<file path="src/rtl/alu_arbiter.sv">
`default_nettype none
// ============================================================================
// Module   : alu_arbiter
// Purpose  : Shares one combinational ALU between two requesters. Round-robin
//            arbitration with valid/ready handshakes. Each accepted operation is
//            latched onto the ALU inputs for one cycle. The ALU result/zero is
//            then registered and returned on a tagged response channel.
// Revision : 1.0 - initial release
// ----------------------------------------------------------------------------
// Ports
//   clk, reset              clock (posedge), asynchronous active-high reset
//   reqN_valid / reqN_ready request handshake for requester N (N = 0, 1)
//   reqN_a, reqN_b          operands  (DATA_W)
//   reqN_ctrl               ALUControl (CTRL_W)
//   alu_a, alu_b, alu_ctrl  registered drive to the external ALU
//   alu_result, alu_zero    combinational return from the external ALU
//   rsp_valid / rsp_ready   response handshake
//   rsp_id                  requester owning the response
//   rsp_result, rsp_zero    registered ALU outputs
//   gnt_cnt0, gnt_cnt1      saturating per-requester accept counters
//                           (present only with ALU_ARB_STATS_EN defined)
// Configuration macro: ALU_ARB_STATS_EN
// ============================================================================
module alu_arbiter #(
    parameter int DATA_W = 64,
    parameter int CTRL_W = 4,
    parameter int CNT_W  = 16
) (
    input  logic              clk,
    input  logic              reset,
    input  logic              req0_valid,
    output logic              req0_ready,
    input  logic [DATA_W-1:0] req0_a,
    input  logic [DATA_W-1:0] req0_b,
    input  logic [CTRL_W-1:0] req0_ctrl,
    input  logic              req1_valid,
    output logic              req1_ready,
    input  logic [DATA_W-1:0] req1_a,
    input  logic [DATA_W-1:0] req1_b,
    input  logic [CTRL_W-1:0] req1_ctrl,
    output logic [DATA_W-1:0] alu_a,
    output logic [DATA_W-1:0] alu_b,
    output logic [CTRL_W-1:0] alu_ctrl,
    input  logic [DATA_W-1:0] alu_result,
    input  logic              alu_zero,
    output logic              rsp_valid,
    input  logic              rsp_ready,
    output logic              rsp_id,
    output logic [DATA_W-1:0] rsp_result,
    output logic              rsp_zero
`ifdef ALU_ARB_STATS_EN
    ,
    output logic [CNT_W-1:0]  gnt_cnt0,
    output logic [CNT_W-1:0]  gnt_cnt1
`endif
);

    typedef enum logic [1:0] {
        S_IDLE  = 2'd0,
        S_ISSUE = 2'd1,
        S_RESP  = 2'd2
    } state_t;

    state_t              state_q;
    logic                last_grant_q;
    logic [DATA_W-1:0]   alu_a_q;
    logic [DATA_W-1:0]   alu_b_q;
    logic [CTRL_W-1:0]   alu_ctrl_q;
    logic                rsp_valid_q;
    logic                rsp_id_q;
    logic [DATA_W-1:0]   rsp_result_q;
    logic                rsp_zero_q;

    logic                gnt_vld;
    logic                gnt_id;

    // Grant decision. Readys are held low while reset is asserted so that all
    // outputs read zero during reset, even with valid requests present.
    always_comb begin
        gnt_vld = 1'b0;
        gnt_id  = 1'b0;
        if (!reset && state_q == S_IDLE) begin
            if (req0_valid && req1_valid) begin
                gnt_vld = 1'b1;
                gnt_id  = ~last_grant_q;
            end else if (req0_valid) begin
                gnt_vld = 1'b1;
                gnt_id  = 1'b0;
            end else if (req1_valid) begin
                gnt_vld = 1'b1;
                gnt_id  = 1'b1;
            end
        end
    end

    assign req0_ready = gnt_vld && !gnt_id;
    assign req1_ready = gnt_vld &&  gnt_id;

    always_ff @(posedge clk or posedge reset) begin
        if (reset) begin
            state_q      <= S_IDLE;
            last_grant_q <= 1'b1;
            alu_a_q      <= '0;
            alu_b_q      <= '0;
            alu_ctrl_q   <= '0;
            rsp_valid_q  <= 1'b0;
            rsp_id_q     <= 1'b0;
            rsp_result_q <= '0;
            rsp_zero_q   <= 1'b0;
        end else begin
            case (state_q)
                S_IDLE: begin
                    if (gnt_vld) begin
                        alu_a_q      <= gnt_id ? req1_a    : req0_a;
                        alu_b_q      <= gnt_id ? req1_b    : req0_b;
                        alu_ctrl_q   <= gnt_id ? req1_ctrl : req0_ctrl;
                        last_grant_q <= gnt_id;
                        state_q      <= S_ISSUE;
                    end
                end
                S_ISSUE: begin
                    // last_grant_q always holds the owner of the in-flight op.
                    rsp_result_q <= alu_result;
                    rsp_zero_q   <= alu_zero;
                    rsp_id_q     <= last_grant_q;
                    rsp_valid_q  <= 1'b1;
                    state_q      <= S_RESP;
                end
                S_RESP: begin
                    if (rsp_ready) begin
                        rsp_valid_q <= 1'b0;
                        state_q     <= S_IDLE;
                    end
                end
                default: begin
                    state_q <= S_IDLE;
                end
            endcase
        end
    end

    assign alu_a      = alu_a_q;
    assign alu_b      = alu_b_q;
    assign alu_ctrl   = alu_ctrl_q;
    assign rsp_valid  = rsp_valid_q;
    assign rsp_id     = rsp_id_q;
    assign rsp_result = rsp_result_q;
    assign rsp_zero   = rsp_zero_q;

`ifdef ALU_ARB_STATS_EN
    logic [CNT_W-1:0] cnt0_q;
    logic [CNT_W-1:0] cnt1_q;
    localparam logic [CNT_W-1:0] c_cnt_one = {{(CNT_W-1){1'b0}}, 1'b1};

    // Saturating accept counters.
    always_ff @(posedge clk or posedge reset) begin
        if (reset) begin
            cnt0_q <= '0;
            cnt1_q <= '0;
        end else begin
            if (req0_ready && cnt0_q != {CNT_W{1'b1}}) begin
                cnt0_q <= cnt0_q + c_cnt_one;
            end
            if (req1_ready && cnt1_q != {CNT_W{1'b1}}) begin
                cnt1_q <= cnt1_q + c_cnt_one;
            end
        end
    end

    assign gnt_cnt0 = cnt0_q;
    assign gnt_cnt1 = cnt1_q;
`else
    localparam int c_unused_cnt_w = CNT_W;
`endif

endmodule
`default_nettype wire

</file>
<file path="config.mk">
export PLATFORM = sky130hd
export DESIGN_NAME = alu_arbiter
export DESIGN_NICKNAME = d
export VERILOG_FILES = /design/src/rtl/alu_arbiter.sv
export SDC_FILE = /design/constraint.sdc
export NUM_CORES = 1
export LEC_CHECK = 0
export CAP_MARGIN = 10
export CORE_AREA = 2 2 211 213
export DETAILED_ROUTE_END_ITERATION = 12
export DIE_AREA = 0 0 213 215
export GPL_TIMING_DRIVEN = 0
export HOLD_SLACK_MARGIN = 0.06
export PLACE_DENSITY = 0.52
export REMOVE_ABC_BUFFERS = 1
export SLEW_MARGIN = 5
export SYNTH_ARGS = -nofsm -noshare
export SYNTH_HDL_FRONTEND = slang
export SYNTH_SLANG_ARGS = --single-unit
</file>
<file path="constraint.sdc">
create_clock -name clk -period 6.35 [get_ports clk]
set_input_delay 0.9525 -clock clk [delete_from_list [all_inputs] [get_ports clk]]
set_output_delay 0.9525 -clock clk [all_outputs]
set_load 0.02 [all_outputs]
</file>
### Word level (Yosys, flattened, before mapping)

Cells that the tools add are included.

* bits in registers: 202
* bits of input ports: 334
* output and inout port bits: 201
* logic and storage cells: 40

* equal/unequal tests: 4
* multiplexer cells: 15
* bitwise gates (word level): 1
* reductions and logical operators: 11

Operator list (number)
* 2-to-1 mux 64 bit: 2
* 2-to-1 mux 1 bit: 8
* one-hot mux 2 bit (3 select lines): 1
* AND reduction 2 bit: 3
* logical AND 1 bit: 4
* 2-to-1 mux 2 bit: 2
* 2-to-1 mux 4 bit: 1
* != test 2 bit (second input constant): 2
* == test 2 x 1 -> 1 bit (second input constant): 1
* == test 2 bit (second input constant): 1
* zero test 1 bit: 2
* zero test 2 bit: 1
* one-hot mux 1 bit (2 select lines): 1
* nonzero test 2 bit: 1
* NOT 1 bit: 1

### Longest topological paths before layout

Gate-level depths: netlist of run 1.

* word-level depth: 6
* gate-level depth with buffers: 6

### Worst setup path after synthesis of run 1

OpenSTA, ideal clock, no wires.

* kind: input-to-output
* start point: input port reset
* end point: output port req0_ready
* arrival: 1.897 ns
* setup slack: 3.501 ns
* cell stages on the path: 4
* buffers on the path: 2
* path through: or3_1 -> clkbuf_1 -> nor3_2 -> buf_2

* word-level cells in the longest chain between the ends: 5
* elaborated cells between the ends (all ways): 6
* those cells by class: 2 x mux; 4 x reduce/logical

RTL lines
* start: declaration: line 30 `input logic reset,`
* zero test 1 bit (no source line) (*)
* logical AND 1 bit (*): line 82 `if (!reset && state_q == S_IDLE) begin`
* 2-to-1 mux 1 bit: line 82
* zero test 1 bit: line 96 `assign req0_ready = gnt_vld && !gnt_id;`
* logical AND 1 bit (*): line 96
* end: declaration: line 32 `output logic req0_ready,`

Every way passes the cells marked *; elsewhere a longest branch is shown, timed or not.

### Worst setup path in the final report of run 1

Ends and elaborated chain as after synthesis.

==> results of run 1 <==
## layer usage
metal / part of all wire [%] / track usage, % / routed length, um
met1: 39 / 17.4 / 14100
met2: 47 / 24.9 / 16600
met3: 11 / 5.54 / 3920
met4: 2.7 / 4.73 / 975
met5: 0.070 / 0 / 25
## Yosys cell counts, drive strengths merged, types with 2 or more instances
cell type and n:
dfrtp 201, a221o 101, and3 101, mux2 66
clkbuf 41, a21oi 33, nor2 33, o21ai 32
o31ai 31, buf 29, inv 3, nor3 2
## flip-flops by register name, indices dropped and copies added, names as in the netlist
name / flops
alu_ctrl: 4
rsp_valid: 1
state_q: 2
last_grant_q: 1
alu_a: 64
rsp_result: 64
rsp_id: 1
rsp_zero: 1
alu_b: 64
## layout by cell type, fill, tap and decap left out, types with 2 or more instances in the layout
cell type	instances
buf_12	9
a221o_1	101
clkbuf_1	5
buf_16	10
o21ai_1	30
bufinv_16	2
a21oi_1	33
clkbuf_16	25
o31ai_1	31
nor3_4	2
mux2_1	65
and3_1	101
clkbuf_8	4
dfrtp_1	201
nor2_1	32
buf_8	6
diode_2	2
clkdlybuf4s50_1	534
clkinvlp_4	2
## area by class of cell
type                            count  area (um2)
Fill cell                        4347       27900
Clock inverter                      6        88.8
Inverter                            3        18.8
Antenna cell                        2        5.00
Tap cell                          592         741
Sequential cell                   202        5060
Timing Repair Buffer              559        5890
Clock buffer                       34         699
Multi-Input combinational cell    407        3190
## power by group
group | leakage (nW) | internal (mW) | switching, mW
Combinational | 3.78 | 1.75 | 1.63
Clock | 0.379 | 0.843 | 0.550
Sequential | 2.45 | 1.90 | 0.342
## worst max-delay path: cells and delay by family
kind | cells | cell delay (ns)
AND/OR/NAND/NOR | 2 | 1.51
buffers and inverters | 6 | 1.98
## worst min-delay path by stage
stage | to | slack [ns] | cells after the start
finish | rsp_result[12] | 0.48 | 1
global route | rsp_result[51] | 0.50 | 1
CTS | rsp_result[3] | 0.49 | 1
detailed placement | rsp_result[3] | 0.47 | 1
global placement | rsp_result[4] | 0.47 | 1
floorplan | rsp_valid | 0.50 | 1
## cells by family after synthesis
kind of cell | count (synthesis) | synth area share, %
flops | 202 | 59.1
simple gates | 141 | 9.41
compound gates | 200 | 18.7
buf+inv | 73 | 4.15
mux | 66 | 8.68
==> results.tsv, run 1 <==
stage	metric	value	unit
status	status	finished, final reports clean	
floorplanning	die_y	215	um
place	dp_cells	1763	
place	io_buffers	534	
timing	fmax	184	MHz
critical_path	timing.rr.start	state_q[0]	
finish	areaGrowthSynthToFinish	83.3	%
timing	whs	0.482	ns
critical_path	crit_chain	clkdlybuf4s50_1 -> or3_2 -> nor3_4 -> buf_8 -> buf_8 -> buf_8 -> buf_16 -> clkdlybuf4s50_1	
clock_network	cts_tree	yes	
critical_path	cp-endpoint	req0_ready	
critical_path	cp.arrival	4.49	ns
yosys	synth_enable_flop_cells	0	
timing	rsz0062_at_grt	no	
critical_path	crit_path_start	reset	
critical_path	start_kind	input port	
clock_network	path_clk_slew	0.05	ns
timing	worst_pin_slew	0.872	ns
floorplanning	io_pins	535	
detailed_routing	drt-pass1-iter-count	4	
finish	fin_area	15700	um2
detailed_routing	via_per_inst	4.45	
place	place_area	14900	um2
yosys	yosysSeqAreaShare	59.1	%
power	finalPower	7.01	mW
power	vdd_drop_max	0.000197	V
timing	setup_ws	0.906	ns
clock_network	cts_root_buf	clkbuf_16	
floorplanning	coreArea	43600	um2
yosys	syn_area_per_cell	12.6	um2
critical_path	cp_max_fo	33	
detailed_routing	wl	35600	um
global_route	grt_pass1_wl	52600	um
timing	finalSetupViolations	0	
timing	slew-limit-headroom	41.9	%
critical_path	worst-setup-path-type	in2out	
global_route	overflow	0	
place	place_hpwl	26800	um
timing	hold_violations	0	
yosys	yosysWarnings	0	
detailed_routing	drtIter0Drc	377	
timing	finalCritPeriodShare	85.7	%
critical_path	cpMaxStageDelayCell	or3_2	
worst_hold_path	hp-start	rsp_result[12]	
critical_path	critPathCaptureType	primary output	
critical_path	reg2reg_depth	7	
floorplanning	die_area	45800	um2
yosys	syn_inst	682	
detailed_routing	post_drt_wl_per_cell	19.7	um
finish	final_nets	1532	
timing	slew_violations	0	
global_route	antenna_found_initial	4	
finish	fin_util	36.0	%
clock_network	cts_made_buffers	25	
critical_path	slowest_delay	0.90	ns
finish	stdcell_count	1805	
yosys	post-synth-top-area-cell	dfrtp_1	
global_route	grt_pass1_vias	8556	
yosys	synthesis.area	8560	um2
timing	finClkSkew	0.0161	ns
floorplanning	num_rows	77	
yosys	async_reset_ff_share	100	%
finish	drive_gt1_share	6.03	%
detailed_routing	drc	0	
yosys	synth_top_area_share	58.7	%
power	leakagePower	6.61	nW
timing	setup_tns	0	ns
yosys	synthDistinctLibCells	28	
clock_network	postCtsSetupBuffers	0	
worst_hold_path	hold_path.class	reg2reg	
clock_network	ctsLongestPathBuffers	3	
clock_network	cts_hold_buf	0	
yosys	synth-seq-cells	202	
power	powerDensity	447	nW/um2
floorplanning	initial_core_util	19.6	%
place	dp_slack	0.890	ns
critical_path	rrSetupSlack	3.33	ns
critical_path	timing.rr.end	alu_b[36]	
global_route	grt_start_max_net_pins	108	
global_route	grt_usage	14.8	%
job	cap_violations	0	
clock_network	cts-htree-levels	1	
clock_network	clkSinkCount	202	
clock_network	insertion_delay	0.53	ns
critical_path	critical_path_required	5.40	ns
place	gp_congestion	0.767	
detailed_routing	ant_nets	0	
yosys	yosys-top-cells-area	dfrtp_1, a221o_1, mux2_1	
clock_network	cts_resized	0	
critical_path	crit_top_cell	buf_8	
yosys	synth_flop_cell	dfrtp_1	
detailed_routing	vias	8034	
timing	post-route-min-period	5.44	ns
floorplanning	dieWidth	213	um
No activity file was read; power rests on OpenSTA's default activity.
==> run 2: changes to the inputs <==
--- a/config.mk
+++ b/config.mk
@@ -11,9 +11,9 @@
 export DIE_AREA = 0 0 213 215
 export GPL_TIMING_DRIVEN = 0
 export HOLD_SLACK_MARGIN = 0.06
-export PLACE_DENSITY = 0.52
 export REMOVE_ABC_BUFFERS = 1
 export SLEW_MARGIN = 5
 export SYNTH_ARGS = -nofsm -noshare
 export SYNTH_HDL_FRONTEND = slang
 export SYNTH_SLANG_ARGS = --single-unit
+export TNS_END_PERCENT = 100
==> results.tsv, run 2 (synthesized netlist as in run 1, its figures left out) <==
stage	metric	value	unit	change
clock_network	clkSinkCount	202		unchanged
global_route	grt_usage	14.4	%	-0.43 points
power	p_switching	2.54	mW	+0.58%
timing	whs	0.482	ns	+0.000125 ns
timing	post-route-min-period	4.98	ns	-0.460 ns
global_route	overflow	0		unchanged
critical_path	worst-setup-path-type	in2out		
finish	drive_gt1_share	6.35	%	+0.32 points
clock_network	cts_tree	yes		
clock_network	cts_made_buffers	24		-4.0%
floorplanning	die_y	215	um	unchanged
critical_path	cp_max_fo	33		unchanged
floorplanning	dieWidth	213	um	unchanged
global_route	grt_pass1_vias	8636		+0.94%
critical_path	critPathCaptureType	primary output		
timing	slew-limit-headroom	42.2	%	+0.31 points
finish	areaGrowthSynthToFinish	83.7	%	
timing	setup_tns	0	ns	unchanged
timing	finClkSkew	0.00826	ns	-0.00781 ns
global_route	grt_start_max_net_pins	110		+1.9%
floorplanning	io_pins	535		unchanged
timing	fmax	201	MHz	+9.2%
critical_path	cp.arrival	4.03	ns	-0.46 ns
detailed_routing	vias	8085		+0.63%
detailed_routing	via_per_inst	4.48		+0.58%
detailed_routing	wl	34700	um	-2.7%
floorplanning	initial_core_util	19.6	%	unchanged
floorplanning	coreArea	43600	um2	unchanged
power	finalPower	7.12	mW	+1.6%
power	powerDensity	453	nW/um2	+1.3%
finish	final_nets	1530		-0.13%
detailed_routing	drtIter0Drc	296		-21%
power	p_comb_share	47.0	%	-1.2 points
finish	layout_commonest_cell	clkdlybuf4s50_1		
timing	rsz0062_at_grt	no		
critical_path	start_kind	input port		
status	status	finished, final reports clean		
timing	hold_violations	0		unchanged
detailed_routing	drc	0		unchanged
clock_network	postCtsSetupBuffers	0		unchanged
clock_network	cts-htree-levels	1		unchanged
timing	worst_pin_slew	0.867	ns	-0.00464 ns
clock_network	ctsLongestPathBuffers	3		unchanged
place	io_buffers	534		unchanged
global_route	antenna_found_initial	3		-1
floorplanning	num_rows	77		unchanged
power	clkPwrFrac	21.4	%	+1.5 points
place	place_area	14900	um2	-0.27%
clock_network	insertion_delay	0.53	ns	about the same
place	gp_congestion	0.759		-1.0%
clock_network	cts_resized	0		unchanged
place	place_hpwl	25800	um	-3.7%
floorplanning	die_area	45800	um2	unchanged
clock_network	path_clk_slew	0.06	ns	about the same
detailed_routing	post_drt_wl_per_cell	19.2	um	-2.7%
critical_path	critical_path_required	5.40	ns	about the same
timing	slew_violations	0		unchanged
clock_network	cts_root_buf	clkbuf_16		
finish	fin_area	15700	um2	+0.24%
power	vdd_drop_max	0.000232	V	+18%
power	p_int	4.58	mW	+2.1%
timing	finalCritPeriodShare	78.5	%	-7.2 points
finish	mostFrequentLayoutCells	clkdlybuf4s50_1, dfrtp_1, and3_1, a221o_1, mux2_1		
clock_network	cts_hold_buf	0		unchanged
global_route	grt_pass1_wl	51500	um	-2.1%
power	leakagePower	6.64	nW	+0.51%
detailed_routing	ant_nets	0		unchanged
power	swShare	35.6	%	-0.35 points
timing	finalSetupViolations	0		unchanged
job	cap_violations	0		unchanged
detailed_routing	drt-pass1-iter-count	5		+1
finish	n_fill_cell	4345		-0.046%
worst_hold_path	hold_path.class	reg2reg		
power	power_frac_seq	31.6	%	-0.4 points
[run 2: cell type report]
cell class,count,area (um2),share of cell area [%]
diodes,1,2.50,0.0159
clock buffers,34,719,4.57
clock inverters,9,149,0.946
inverters,3,18.8,0.119
multi-input cells,407,3190,20.3
flip-flops and latches,202,5060,32.1
well taps,592,741,4.71
repair buffers,558,5850,37.2
[run 2: worst paths after layout]
path,start,cells after the start,slack (ns),endpoint
max in group asynchronous,reset,3,4.35,alu_b[52]
max,reset,6,1.37,req0_ready
min reg2reg,rsp_result[54],1,0.48,rsp_result[54]
min,rsp_result[54],1,0.48,rsp_result[54]
min in group asynchronous,reset,2,1.01,alu_b[63]
max reg2reg,state_q[0],7,3.44,alu_b[24]
[run 2: routing by layer]
layer / vias up / wire length (um) / global-route usage (%)
met2: 391 / 16600 / 25.2
met4: 2 / 611 / 3.71
met5: - / 13 / 0
met1: 3993 / 13800 / 16.7
li1: 3658 / - / -
met3: 41 / 3650 / 4.92
[run 2: power groups by stage]
stage	Sequential, mW	Combinational [mW]	Clock (mW)
6_report	2.25	3.35	1.52
5_1_grt	2.32	3.55	1.62
4_1_cts	2.25	3.39	1.57
3_5_place_dp	2.25	3.39	0
3_3_place_gp	2.24	3.30	0
2_1_floorplan	2.97	0.758	0
[run 2: metrics by stage]
step,setup slack (ns),utilization (%),instances
global placement,-11.34,32.8,1738
finish,1.37,36.0,1806
detailed placement,1.27,34.1,1762
floorplan,-0.902,-,612
CTS,1.27,36.0,1805
global route,1.18,36.0,1806
[run 2: worst max-delay path, cell delays in order]
cell and delay, ns:
clkdlybuf4s50_1 0.57, or3_2 0.90, nor3_4 0.56, buf_16 0.21, buf_8 0.17, clkdlybuf4s50_1 0.63
